### src/rtl/imem_loader_if.sv
// Byte link from the host plus the instruction-memory write port of the loader.
// Handshake: a byte moves on a rising edge only when byte_valid and byte_ready are both 1;
// byte_valid may stay high indefinitely and byte_ready never depends on byte_valid.
interface imem_loader_if #(
  parameter int ADDR_W = 6,
  parameter int DATA_W = 16
);
  logic              byte_valid;
  logic [7:0]        byte_data;
  logic              byte_ready;
  logic              im_we;
  logic [ADDR_W-1:0] im_addr;
  logic [DATA_W-1:0] im_wdata;

  modport master (
    output byte_valid, byte_data,
    input  byte_ready, im_we, im_addr, im_wdata
  );

  modport slave (
    input  byte_valid, byte_data,
    output byte_ready, im_we, im_addr, im_wdata
  );
endinterface

### src/rtl/imem_loader.sv
// Loads a LEN / hi-lo word pairs / XOR checksum byte image into instruction memory
// and keeps the CPU stalled until a complete image has been written and verified.
module imem_loader #(
  parameter int ADDR_W = 6,
  parameter int DEPTH  = 1 << ADDR_W,
  parameter int DATA_W = 16
) (
  input  logic               clk,
  input  logic               clear_n,
  input  logic               start,
  imem_loader_if.slave       bus,
  output logic               busy,
  output logic               done,
  output logic               error,
  output logic               cpu_run,
  output logic [2:0]         state_dbg
);

  localparam logic [2:0] S_IDLE  = 3'd0;
  localparam logic [2:0] S_LEN   = 3'd1;
  localparam logic [2:0] S_HI    = 3'd2;
  localparam logic [2:0] S_LO    = 3'd3;
  localparam logic [2:0] S_WRITE = 3'd4;
  localparam logic [2:0] S_CSUM  = 3'd5;
  localparam logic [2:0] S_DONE  = 3'd6;
  localparam logic [2:0] S_ERR   = 3'd7;

  localparam logic [8:0] DEPTH_B = 9'(DEPTH);

  logic [2:0]        state_q, state_d;
  logic [ADDR_W:0]   cnt_q, cnt_d;
  logic [ADDR_W:0]   len_q, len_d;
  logic [7:0]        csum_q, csum_d;
  logic [7:0]        hi_q, hi_d;
  logic [ADDR_W-1:0] addr_q, addr_d;
  logic [DATA_W-1:0] wdata_q, wdata_d;

  logic            byte_ready;
  logic            xfer;
  logic [ADDR_W:0] cnt_inc;

  assign byte_ready = (state_q == S_LEN) || (state_q == S_HI) ||
                      (state_q == S_LO)  || (state_q == S_CSUM);
  assign xfer       = bus.byte_valid && byte_ready;
  assign cnt_inc    = cnt_q + 1'b1;

  always_comb begin
    state_d = state_q;
    cnt_d   = cnt_q;
    len_d   = len_q;
    csum_d  = csum_q;
    hi_d    = hi_q;
    addr_d  = addr_q;
    wdata_d = wdata_q;
    case (state_q)
      S_IDLE, S_DONE, S_ERR: begin
        if (start) begin
          cnt_d   = '0;
          csum_d  = '0;
          state_d = S_LEN;
        end
      end
      S_LEN: begin
        if (xfer) begin
          if (bus.byte_data == 8'd0 || {1'b0, bus.byte_data} > DEPTH_B) begin
            state_d = S_ERR;
          end else begin
            len_d   = bus.byte_data[ADDR_W:0];
            state_d = S_HI;
          end
        end
      end
      S_HI: begin
        if (xfer) begin
          hi_d    = bus.byte_data;
          csum_d  = csum_q ^ bus.byte_data;
          state_d = S_LO;
        end
      end
      S_LO: begin
        if (xfer) begin
          wdata_d = {hi_q, bus.byte_data};
          addr_d  = cnt_q[ADDR_W-1:0];
          csum_d  = csum_q ^ bus.byte_data;
          state_d = S_WRITE;
        end
      end
      S_WRITE: begin
        // Counter is one bit wider than the address so a full-depth image still terminates.
        cnt_d   = cnt_inc;
        state_d = (cnt_inc == len_q) ? S_CSUM : S_HI;
      end
      S_CSUM: begin
        if (xfer) begin
          state_d = (bus.byte_data == csum_q) ? S_DONE : S_ERR;
        end
      end
      default: state_d = S_IDLE;
    endcase
  end

  always_ff @(posedge clk or negedge clear_n) begin
    if (!clear_n) begin
      state_q <= S_IDLE;
      cnt_q   <= '0;
      len_q   <= '0;
      csum_q  <= '0;
      hi_q    <= '0;
      addr_q  <= '0;
      wdata_q <= '0;
    end else begin
      state_q <= state_d;
      cnt_q   <= cnt_d;
      len_q   <= len_d;
      csum_q  <= csum_d;
      hi_q    <= hi_d;
      addr_q  <= addr_d;
      wdata_q <= wdata_d;
    end
  end

  assign bus.byte_ready = byte_ready;
  assign bus.im_we      = (state_q == S_WRITE);
  assign bus.im_addr    = addr_q;
  assign bus.im_wdata   = wdata_q;
  assign busy           = byte_ready || (state_q == S_WRITE);
  assign done           = (state_q == S_DONE);
  assign error          = (state_q == S_ERR);
  assign cpu_run        = (state_q == S_DONE);
  assign state_dbg      = state_q;

endmodule

### src/flat_wrapper.sv
// flat-port wrapper written by rule: the top's interface ports become plain ports
module imem_loader_flat 
#(
  parameter int ADDR_W = 6,
  parameter int DEPTH  = 1 << ADDR_W,
  parameter int DATA_W = 16
)
  (clk, clear_n, start, busy, done, error, cpu_run, state_dbg, bus_byte_valid, bus_byte_data, bus_byte_ready, bus_im_we, bus_im_addr, bus_im_wdata);
  imem_loader_if #(.ADDR_W(ADDR_W), .DATA_W(DATA_W)) bus_i ();
  input  logic clk;
  input  logic clear_n;
  input  logic start;
  output logic busy;
  output logic done;
  output logic error;
  output logic cpu_run;
  output logic [2:0] state_dbg;
  input wire logic [$bits(bus_i.byte_valid)-1:0] bus_byte_valid;
  input wire logic [$bits(bus_i.byte_data)-1:0] bus_byte_data;
  output wire logic [$bits(bus_i.byte_ready)-1:0] bus_byte_ready;
  output wire logic [$bits(bus_i.im_we)-1:0] bus_im_we;
  output wire logic [$bits(bus_i.im_addr)-1:0] bus_im_addr;
  output wire logic [$bits(bus_i.im_wdata)-1:0] bus_im_wdata;
  assign bus_i.byte_valid = bus_byte_valid;
  assign bus_i.byte_data = bus_byte_data;
  assign bus_byte_ready = bus_i.byte_ready;
  assign bus_im_we = bus_i.im_we;
  assign bus_im_addr = bus_i.im_addr;
  assign bus_im_wdata = bus_i.im_wdata;
  imem_loader #(.ADDR_W(ADDR_W), .DEPTH(DEPTH), .DATA_W(DATA_W)) u_core (.clk(clk), .clear_n(clear_n), .start(start), .bus(bus_i), .busy(busy), .done(done), .error(error), .cpu_run(cpu_run), .state_dbg(state_dbg));
endmodule
### config.mk
export PLATFORM = sky130hd
export DESIGN_NAME = imem_loader_flat
export DESIGN_NICKNAME = d
export VERILOG_FILES = /design/src/rtl/imem_loader_if.sv /design/src/rtl/imem_loader.sv /design/src/flat_wrapper.sv
export SDC_FILE = /design/constraint.sdc
export NUM_CORES = 1
export LEC_CHECK = 0
export BUFFER_PORTS_ARGS = -buffer_cell sky130_fd_sc_hd__buf_2
export CELL_PAD_IN_SITES_DETAIL_PLACEMENT = 0
export CELL_PAD_IN_SITES_GLOBAL_PLACEMENT = 1
export CORE_AREA = 2 2 85 87
export CTS_BUF_LIST = sky130_fd_sc_hd__clkbuf_4 sky130_fd_sc_hd__clkbuf_8
export DETAILED_ROUTE_END_ITERATION = 10
export DIE_AREA = 0 0 87 89
export PLACE_DENSITY = 0.81
export RECOVER_POWER = 100
export SETUP_SLACK_MARGIN = 0.1
export SYNTH_ARGS = -nofsm -noshare
export SYNTH_HDL_FRONTEND = slang
export SYNTH_SLANG_ARGS = --single-unit
### constraint.sdc
create_clock -name clk -period 2.1 [get_ports clk]
set_clock_uncertainty 0.05 [all_clocks]
set_input_delay 0.315 -clock clk [delete_from_list [all_inputs] [get_ports clk]]
set_output_delay 0.315 -clock clk [all_outputs]
set_load 0.03 [all_outputs]
==> impl_metrics.py, run 1 <==
metrics = {
    "run_status": {
        "status": "complete, no violations",
    },
    "floorplan": {
        "die_x_um": 87,
        "die_h_um": 89,
        "core_area_mm2": 0.00672,
        "row_count": 30,
        "io_pins": 43,
        "start_util": 0.393,
        "die_area_mm2": 0.00774,
    },
    "pwr": {
        "p_total_uw": 4730,
        "ir_drop_v": 0.000725,
        "p_leak_uw": 0.00134,
        "power_density_mw_per_mm2": 1500,
    },
    "global_routing": {
        "grt_use_met3": 0.0397,
        "gr-total-overflow": 0,
        "grtUsageMet2": 0.274,
        "grt_max_degree": 35,
        "grt_pass1_wl_um": 9830,
        "grtUsageTotal": 0.165,
        "antenna_found_initial": 0,
        "met1_usage": 0.215,
        "grt_busiest_layer": "met2",
        "grt_pass1_vias": 1992,
    },
    "setup_path": {
        "end_kind": "register",
        "required_ns": 2.26,
        "path_class": "reg -> reg",
        "cp_max_fo": 2,
        "worstSetupStartpointType": "register",
        "startpoint": "u_core.cnt_q[1]",
        "r2r-start": "u_core.cnt_q[1]",
        "regToRegSetupSlack_ns": 0.11,
        "arrival_ns": 2.15,
    },
    "synth": {
        "synth_nets": 253,
        "syn_inst": 240,
        "syn_area_per_cell_um2": 11.0,
        "synth_warnings": 0,
        "synth_top_area_cell": "dfrtp_1",
        "syn_area_mm2": 0.00264,
        "synthTopCellsByArea": "dfrtp_1 (52%), mux2_2 (13%), o21ai_0 (5.1%)",
        "netlist.area_leader.share": 0.521,
        "synth_cell_types": 38,
        "ys_ff_latch": 55,
        "seq_area_frac_synth": 0.521,
    },
    "placed_design": {
        "place_area_mm2": 0.00306,
        "io_buffers": 42,
        "post-dp-hpwl_um": 4140,
        "gp_congestion": 0.819,
        "placedCellCount": 364,
    },
    "flow_run": {
        "max-cap-violations": 0,
    },
    "layout": {
        "seqCellArea_mm2": 0.00138,
        "multiInputGateArea_mm2": 0.00123,
        "post-route-util": 0.468,
        "antenna_cells": 0,
        "fin_cells": 374,
        "layout-drive-gt1-share": 0.282,
        "design_area_mm2": 0.00314,
        "fillers": 639,
        "syn_to_final_growth_pct": 18.9,
        "fin_nets": 306,
    },
    "hold_path": {
        "hold_path_class": "in -> reg",
        "worstHoldStart": "bus_byte_data[6]",
    },
    "routing": {
        "dr.pass1.iters": 4,
        "wl_um": 5840,
        "wl_per_cell_um": 15.6,
        "drc": 0,
        "via_per_inst": 5.27,
        "num_vias": 1970,
        "drt-initial-drc-count": 68,
        "antenna_left": 0,
    },
    "sta": {
        "min_period_ns": 1.99,
        "timing.final.hold_violations": 0,
        "setup_tns_ns": 0,
        "timing.fmax_mhz": 504,
        "tightest_slew_ns": 1.25,
        "setup_viol": 0,
        "max_slew_margin": 0.165,
        "finalCritPeriodShare": 0.946,
        "rsz0062_at_grt": "true",
        "final_max_slew_viol_count": 0,
    },
    "clock_tree": {
        "cts_made_buffers": 5,
        "cts_max_path_buffers": 2,
        "clk_latency_ns": 0.32,
        "htreeDepth": 2,
        "cts_tree": "yes",
        "cts.root.buffer_cell": "clkbuf_8",
        "cts.reportedPaths.clkPinSlew_ns": 0.11,
        "cts_sinks": 55,
    },
}
-- what timing repair did --
action	CTS	global route
pin swaps	1	1
setup buffers	1	0
hold buffers	1	0
hold endpoints to repair	21	0
resized for setup	0	5
endpoints found under the setup margin	1	12
-- cells in the mapped netlist (all sizes together) --
master   number
a31o          1
and3          3
xor2          8
ha            1
o21a          2
nand4         3
nand2        15
o22ai         1
xnor2        11
o21ai        27
dfrtp        55
a21oi         4
nand2b        9
nor2         18
nor2b         3
nor3          5
clkinv        1
or3           1
nand3         9
mux2         36
a22oi         1
a211oi        1
o31ai         1
a22o          1
o41ai         1
a2111oi       1
or4           1
a221o         1
a31oi         4
buf           4
inv           2
clkbuf        9
-- sequential cells by signal, indices dropped and copies added, names as in the netlist --
signal,count
u_core.hi_q,8
u_core.bus.im_addr,6
u_core.cnt_q,7
u_core.csum_q,8
u_core.state_dbg,3
u_core.bus.im_wdata,16
u_core.len_q,7
-- kinds of logic (layout without fill, tap and decap cells) --
| family | after synthesis | count (layout) | share of synthesized area |
|---|---|---|---|
| xor gates and xnor gates | 19 | 19 | 0.0629 |
| AOI/OAI and AO/OA | 46 | 46 | 0.104 |
| DFF | 55 | 55 | 0.521 |
| muxes | 36 | 36 | 0.153 |
| buffers and inverters | 16 | 70 | 0.0289 |
| and+or+nand+nor | 67 | 67 | 0.125 |
| adders and majority gates | 1 | 1 | 0.00473 |
-- cell usage in the layout (no fill, tap or decap), types with 2 or more instances in the layout --
master,n
dfrtp_1,51
mux2_2,31
clkbuf_1,28
o21ai_0,27
nor2_1,16
nand2_1,15
buf_2,13
buf_4,13
xnor2_1,11
nand2b_1,8
nand3_1,8
xor2_1,8
mux2_1,5
clkbuf_8,5
nor3_1,4
a21oi_1,4
a31oi_1,4
dfrtp_2,4
nor2b_1,3
nand4_1,3
clkbuf_2,3
and3_1,2
nor2_2,2
inv_1,2
o21a_1,2
-- final cells by class --
type	count	area share
multi-input combinational	169	0.391
inverter	3	0.00398
clock inverter	3	0.0147
sequential	55	0.439
clock buffer	5	0.0219
timing repair buffer	59	0.0967
tap	80	0.0318
-- report_power, final --
part	switching, uW	internal, uW	leakage, uW	total (uW)
clock	370	360	0.0000548	729
sequential	305	1500	0.000686	1810
combinational	1340	844	0.000603	2190
-- metal layers --
layer / part of all wire / wire length (um) / vias up
li1: - / - / 948
met2: 0.47 / 2770 / 48
met1: 0.46 / 2720 / 969
met5: 0 / 0 / -
met3: 0.052 / 306 / 5
met4: 0.0094 / 55 / 0
-- metrics by stage --
stage          setup slack, ns  hold slack [ns]
2_1_floorplan           0.0702          -0.0306
3_3_place_gp            -0.138            0.274
3_5_place_dp            -0.143            0.282
4_1_cts                  0.123            0.294
5_1_grt                 0.0373            0.304
6_report                 0.114            0.291
-- final timing paths --
kind / end / cells after the start
worst max register to register: u_core.state_dbg[1] / 6
worst min register to register: u_core.csum_q[5] / 1
worst max-delay path: u_core.state_dbg[1] / 6
min in group asynchronous: u_core.bus.im_addr[3] / 2
max in group asynchronous: u_core.csum_q[4] / 3
worst min-delay path: u_core.csum_q[6] / 3
-- critical path: stages, from the launching register on --
cell	delay, ns
dfrtp_1	0.41
ha_4	0.15
nand3_2	0.06
or3_1	0.42
a2111oi_4	0.32
nand3_1	0.12
a221o_1	0.36
Note: power is estimated with default switching activity, not from simulation.
==> inputs of run 2 (changes only) <==
- PLACE_DENSITY: 0.81 -> 0.78
- REMOVE_ABC_BUFFERS: default -> 1
- clock period: 2.1 -> 2.2 ns (I/O delays scaled with it)
==> impl_metrics.py, run 2 (synthesis results as in run 1) <==
metrics = {
    "sta": {
        "final_max_slew_viol_count": 0,
        "tightest_slew_ns": 1.35,
        "setup_viol": 0,
        "rsz0062_at_grt": "true",
        "min_period_ns": 2.04,
        "finalCritPeriodShare": 0.926,
        "max_slew_margin": 0.101,
        "timing.fmax_mhz": 491,
        "holdWs_ns": 0.295,
        "timing.final.hold_violations": 0,
    },
    "hold_path": {
        "min_to": "u_core.csum_q[6]",
        "worstHoldStart": "bus_byte_data[6]",
        "holdPathStages": 3,
        "hold_path_class": "in -> reg",
    },
    "routing": {
        "dr.pass1.iters": 4,
        "wl_um": 5670,
        "wl_per_cell_um": 14.9,
        "antenna_left": 0,
        "drt-initial-drc-count": 125,
        "via_per_inst": 5.16,
        "drc": 0,
        "num_vias": 1956,
    },
    "setup_path": {
        "r2r-end": "u_core.state_dbg[1]",
        "cp_common_cell": "nand3_1",
        "slowest_delay_ns": 0.42,
        "path_class": "reg -> reg",
        "required_ns": 2.35,
        "crit_chain": "ha_1, nand3_1, or3_1, a2111oi_4, nand3_1, a221o_1",
        "regToRegSetupSlack_ns": 0.16,
        "worstSetupStartpointType": "register",
        "end_kind": "register",
        "cp_num_cells": 6,
        "arrival_ns": 2.19,
        "slowest_stage": "or3_1",
        "r2r-start": "u_core.cnt_q[0]",
        "cpLargestDelayFamily": "compound AO/OA/AOI/OAI gates",
        "cp_max_fo": 2,
        "worst-r2r-cell-count": 6,
        "crit_buf_inv": 0,
    },
    "layout": {
        "antenna_cells": 0,
        "final_cell_mix": "dfrtp_1 (55), clkbuf_1 (32), mux2_2 (31)",
        "layout-drive-gt1-share": 0.247,
        "final_common_cell": "dfrtp_1",
        "syn_to_final_growth_pct": 18.8,
        "fillers": 631,
        "post-route-util": 0.467,
        "largest_reg_flops": 16,
        "fin_nets": 311,
        "fin_cells": 379,
        "design_area_mm2": 0.00314,
    },
    "clock_tree": {
        "cts.reportedPaths.clkPinSlew_ns": 0.10,
        "cts_tree": "yes",
        "cts_made_buffers": 5,
        "htreeDepth": 2,
        "cts_sinks": 55,
        "cts_max_path_buffers": 2,
        "cts.root.buffer_cell": "clkbuf_8",
        "clk_latency_ns": 0.31,
    },
    "run_status": {
        "status": "complete, no violations",
    },
    "pwr": {
        "p_total_uw": 4460,
        "internal_power_uw": 2580,
        "power.share.clock": 0.154,
        "switching_share": 0.422,
        "power_frac_seq": 0.384,
        "p_leak_uw": 0.00136,
        "p_comb_frac": 0.462,
        "power_density_mw_per_mm2": 1420,
        "p_switching_uw": 1880,
        "ir_drop_v": 0.000733,
    },
    "placed_design": {
        "io_buffers": 42,
        "place_area_mm2": 0.00306,
        "post-dp-hpwl_um": 4090,
        "gp_congestion": 0.813,
        "placedCellCount": 370,
    },
    "floorplan": {
        "core_area_mm2": 0.00672,
        "row_count": 30,
        "start_util": 0.393,
        "die_area_mm2": 0.00774,
        "io_pins": 43,
        "die_x_um": 87,
        "die_h_um": 89,
    },
    "global_routing": {
        "grtUsageTotal": 0.161,
        "grt_max_degree": 34,
        "grt_pass1_vias": 1894,
        "grt_pass1_wl_um": 9600,
        "gr-total-overflow": 0,
        "antenna_found_initial": 0,
    },
    "flow_run": {
        "max-cap-violations": 0,
    },
}
-- run 2: cell types whose count changed in the layout (fill, tap and decap cells not counted), moves of 2 or more --
cell	delta
clkbuf_1	+4
dfrtp_2	-4
dfrtp_1	+4
nor2_2	-2
buf_4	+2
nor2_1	+2
-- run 2: metal layers --
layer	up-vias	part of all wire	wire, um	track usage
met5	-	0	0	0
met4	0	0.012	70	0.0582
met3	6	0.044	248	0.0305
met2	47	0.47	2680	0.252
met1	947	0.47	2660	0.225
li1	956	-	-	-
-- run 2: how the worst max path moves through the flow --
stage	startpoint	endpoint	slack [ns]
global placement	bus_byte_data[2]	u_core.len_q[3]	0.1
global route	u_core.state_dbg[0]	bus_im_we	0.05
floorplan	u_core.state_dbg[1]	u_core.bus.im_addr[0]	-0.08
detailed placement	bus_byte_data[2]	u_core.len_q[3]	0.08
finish	u_core.cnt_q[0]	u_core.state_dbg[1]	0.16
CTS	u_core.state_dbg[0]	bus_im_we	0.15
-- run 2: final cells by class --
cell class | instances | area (um2) | area share
Sequential cell | 55 | 1380 | 0.438
Multi-Input combinational cell | 169 | 1200 | 0.382
Timing Repair Buffer | 64 | 338 | 0.108
Tap cell | 80 | 100 | 0.0319
Clock buffer | 5 | 68.8 | 0.0219
Clock inverter | 3 | 47.5 | 0.0151
Inverter | 3 | 11.3 | 0.00359
-- run 2: stage by stage --
step / setup WS (ns) / setup TNS [ns]
global placement: 0.0958 / 0
floorplan: -0.0839 / -1.76
detailed placement: 0.0804 / 0
global route: 0.0503 / 0
finish: 0.162 / 0
CTS: 0.153 / 0
-- run 2: worst min-delay path, delay by kind of cell --
family	cells	cell delay [ns]
AO/OA/AOI/OAI	1	0.06
buffers and inverters	1	0.15
AND/OR/NAND/NOR	1	0.07
-- run 2: power by group through the flow --
stage               logic (uW)  registers (uW)  clock network (uW)
floorplan                 1030            2130                   0
detailed placement        2130            1730                   0
CTS                       2140            1710                 712
global route              2270            1770                 747
global placement          2100            1710                   0
finish                    2060            1710                 685
-- run 2: what timing repair did --
action | CTS | global route
endpoints found under the hold margin | 22 | 0
setup buffers | 0 | 0
gates resized for setup | 0 | 2
endpoints found under the setup margin | 0 | 2
hold buffers | 1 | 0
==> inputs of run 3 (changes only) <==
- clock period: 2.2 -> 2.1 ns (I/O delays scaled with it)
==> impl_metrics.py, run 3 (synthesis results as in run 1) <==
metrics = {
    "floorplan": {
        "start_util": 0.393,
        "die_h_um": 89,
        "die_x_um": 87,
        "row_count": 30,
        "core_area_mm2": 0.00672,
        "io_pins": 43,
        "die_area_mm2": 0.00774,
    },
    "setup_path": {
        "slowest_stage": "a2111oi_4",
        "cp_max_fo": 4,
        "cpLargestDelayFamily": "compound AO/OA/AOI/OAI gates",
        "path_class": "reg -> reg",
        "crit_chain": "ha_1, nand3_2, buf_4, o21ai_0, a2111oi_4, nand3_1, a221o_1",
        "arrival_ns": 2.13,
        "required_ns": 2.25,
        "end_kind": "register",
        "worstSetupStartpointType": "register",
        "slowest_delay_ns": 0.40,
        "crit_buf_inv": 1,
    },
    "placed_design": {
        "post-dp-hpwl_um": 3990,
        "gp_congestion": 0.808,
        "pre_cts_slack_ns": -0.0368,
        "place_area_mm2": 0.00306,
        "io_buffers": 42,
        "placedCellCount": 370,
    },
    "global_routing": {
        "grt_pass1_vias": 1905,
        "grtUsageMet2": 0.251,
        "grt_busiest_layer": "met2",
        "grtUsageTotal": 0.158,
        "grt_use_met3": 0.0323,
        "grt_pass1_wl_um": 9570,
        "grt_max_degree": 22,
        "met1_usage": 0.222,
        "antenna_found_initial": 0,
        "gr-total-overflow": 0,
    },
    "layout": {
        "design_area_mm2": 0.00313,
        "layout-drive-gt1-share": 0.278,
        "antenna_cells": 0,
        "final_cell_mix": "dfrtp_1 (54), mux2_2 (31), o21ai_0 (27), clkbuf_1 (27), nor2_1 (18)",
        "syn_to_final_growth_pct": 18.4,
        "final_common_cell": "dfrtp_1",
        "post-route-util": 0.466,
        "fin_nets": 311,
        "largest_reg_flops": 16,
        "fin_cells": 379,
    },
    "routing": {
        "antenna_left": 0,
        "wl_per_cell_um": 14.7,
        "via_per_inst": 5.18,
        "dr.pass1.iters": 4,
        "drt-initial-drc-count": 110,
        "wl_um": 5550,
        "drc": 0,
        "num_vias": 1964,
    },
    "sta": {
        "min_period_ns": 1.99,
        "tightest_slew_ns": 1.08,
        "max_slew_margin": 0.277,
        "worst_slack_ns": 0.114,
        "timing.final.hold_violations": 0,
        "final_max_slew_viol_count": 0,
        "timing.fmax_mhz": 504,
        "rsz0062_at_grt": "true",
        "finalCritPeriodShare": 0.946,
        "setup_viol": 0,
    },
    "clock_tree": {
        "postCtsSetupBuffers": 0,
        "cts.reportedPaths.clkPinSlew_ns": 0.11,
        "cts_max_path_buffers": 2,
        "cts_sinks": 55,
        "htreeDepth": 2,
        "cts.root.buffer_cell": "clkbuf_8",
        "cts_tree": "yes",
        "cts_made_buffers": 5,
        "clk_latency_ns": 0.31,
    },
    "pwr": {
        "p_leak_uw": 0.00136,
        "power_density_mw_per_mm2": 1460,
        "ir_drop_v": 0.000660,
    },
    "hold_path": {
        "hold_path_class": "in -> reg",
    },
    "run_status": {
        "status": "complete, no violations",
    },
    "flow_run": {
        "max-cap-violations": 0,
    },
}
-- run 3: path summary, 6_finish.rpt --
path | to | slack [ns] | startpoint | cells after the start
worst max-delay path | u_core.state_dbg[1] | 0.11 | u_core.cnt_q[0] | 7
worst min-delay path | u_core.len_q[0] | 0.27 | bus_byte_data[0] | 2
worst max register to register | u_core.state_dbg[1] | 0.11 | u_core.cnt_q[0] | 7
worst min register to register | u_core.bus.im_addr[5] | 0.44 | u_core.bus.im_addr[5] | 2
max in group asynchronous | u_core.hi_q[5] | 0.35 | clear_n | 3
min in group asynchronous | u_core.bus.im_addr[3] | 0.67 | clear_n | 2
-- run 3: cell type report --
class / count / area, um2
Inverter: 3 / 15.0
Clock inverter: 3 / 27.5
Sequential cell: 55 / 1380
Tap cell: 80 / 100
Fill cell: 646 / 3590
Timing Repair Buffer: 64 / 332
Multi-Input combinational cell: 169 / 1210
Clock buffer: 5 / 68.8
-- run 3: per-stage QoR --
stage | setup TNS (ns) | hold WS, ns | power (uW)
2_1_floorplan | -4.31 | -0.0306 | 3320
3_3_place_gp | -0.000483 | 0.242 | 3980
3_5_place_dp | -0.154 | 0.239 | 4020
4_1_cts | 0 | 0.269 | 4690
5_1_grt | 0 | 0.279 | 4910
6_report | 0 | 0.272 | 4560
-- run 3: power breakdown --
group / switching [uW] / internal [uW] / total, uW / leakage, uW
sequential: 292 / 1500 / 1790 / 0.000691
clock: 372 / 248 / 620 / 0.0000467
combinational: 1310 / 831 / 2140 / 0.000624
total: 1980 / 2580 / 4560 / 0.00136
-- run 3: per-layer routing --
metal	vias up	share of wire
li1	963	-
met1	962	0.50
met2	35	0.46
met3	4	0.029
met4	0	0.0079
met5	-	0
-- run 3: timing repair --
item,in CTS,in global routing
hold endpoints to repair,19,0
pin swaps,2,0
endpoints found under the setup margin,2,2
hold buffers,1,0
gates cloned,0,0
resized for setup,4,1
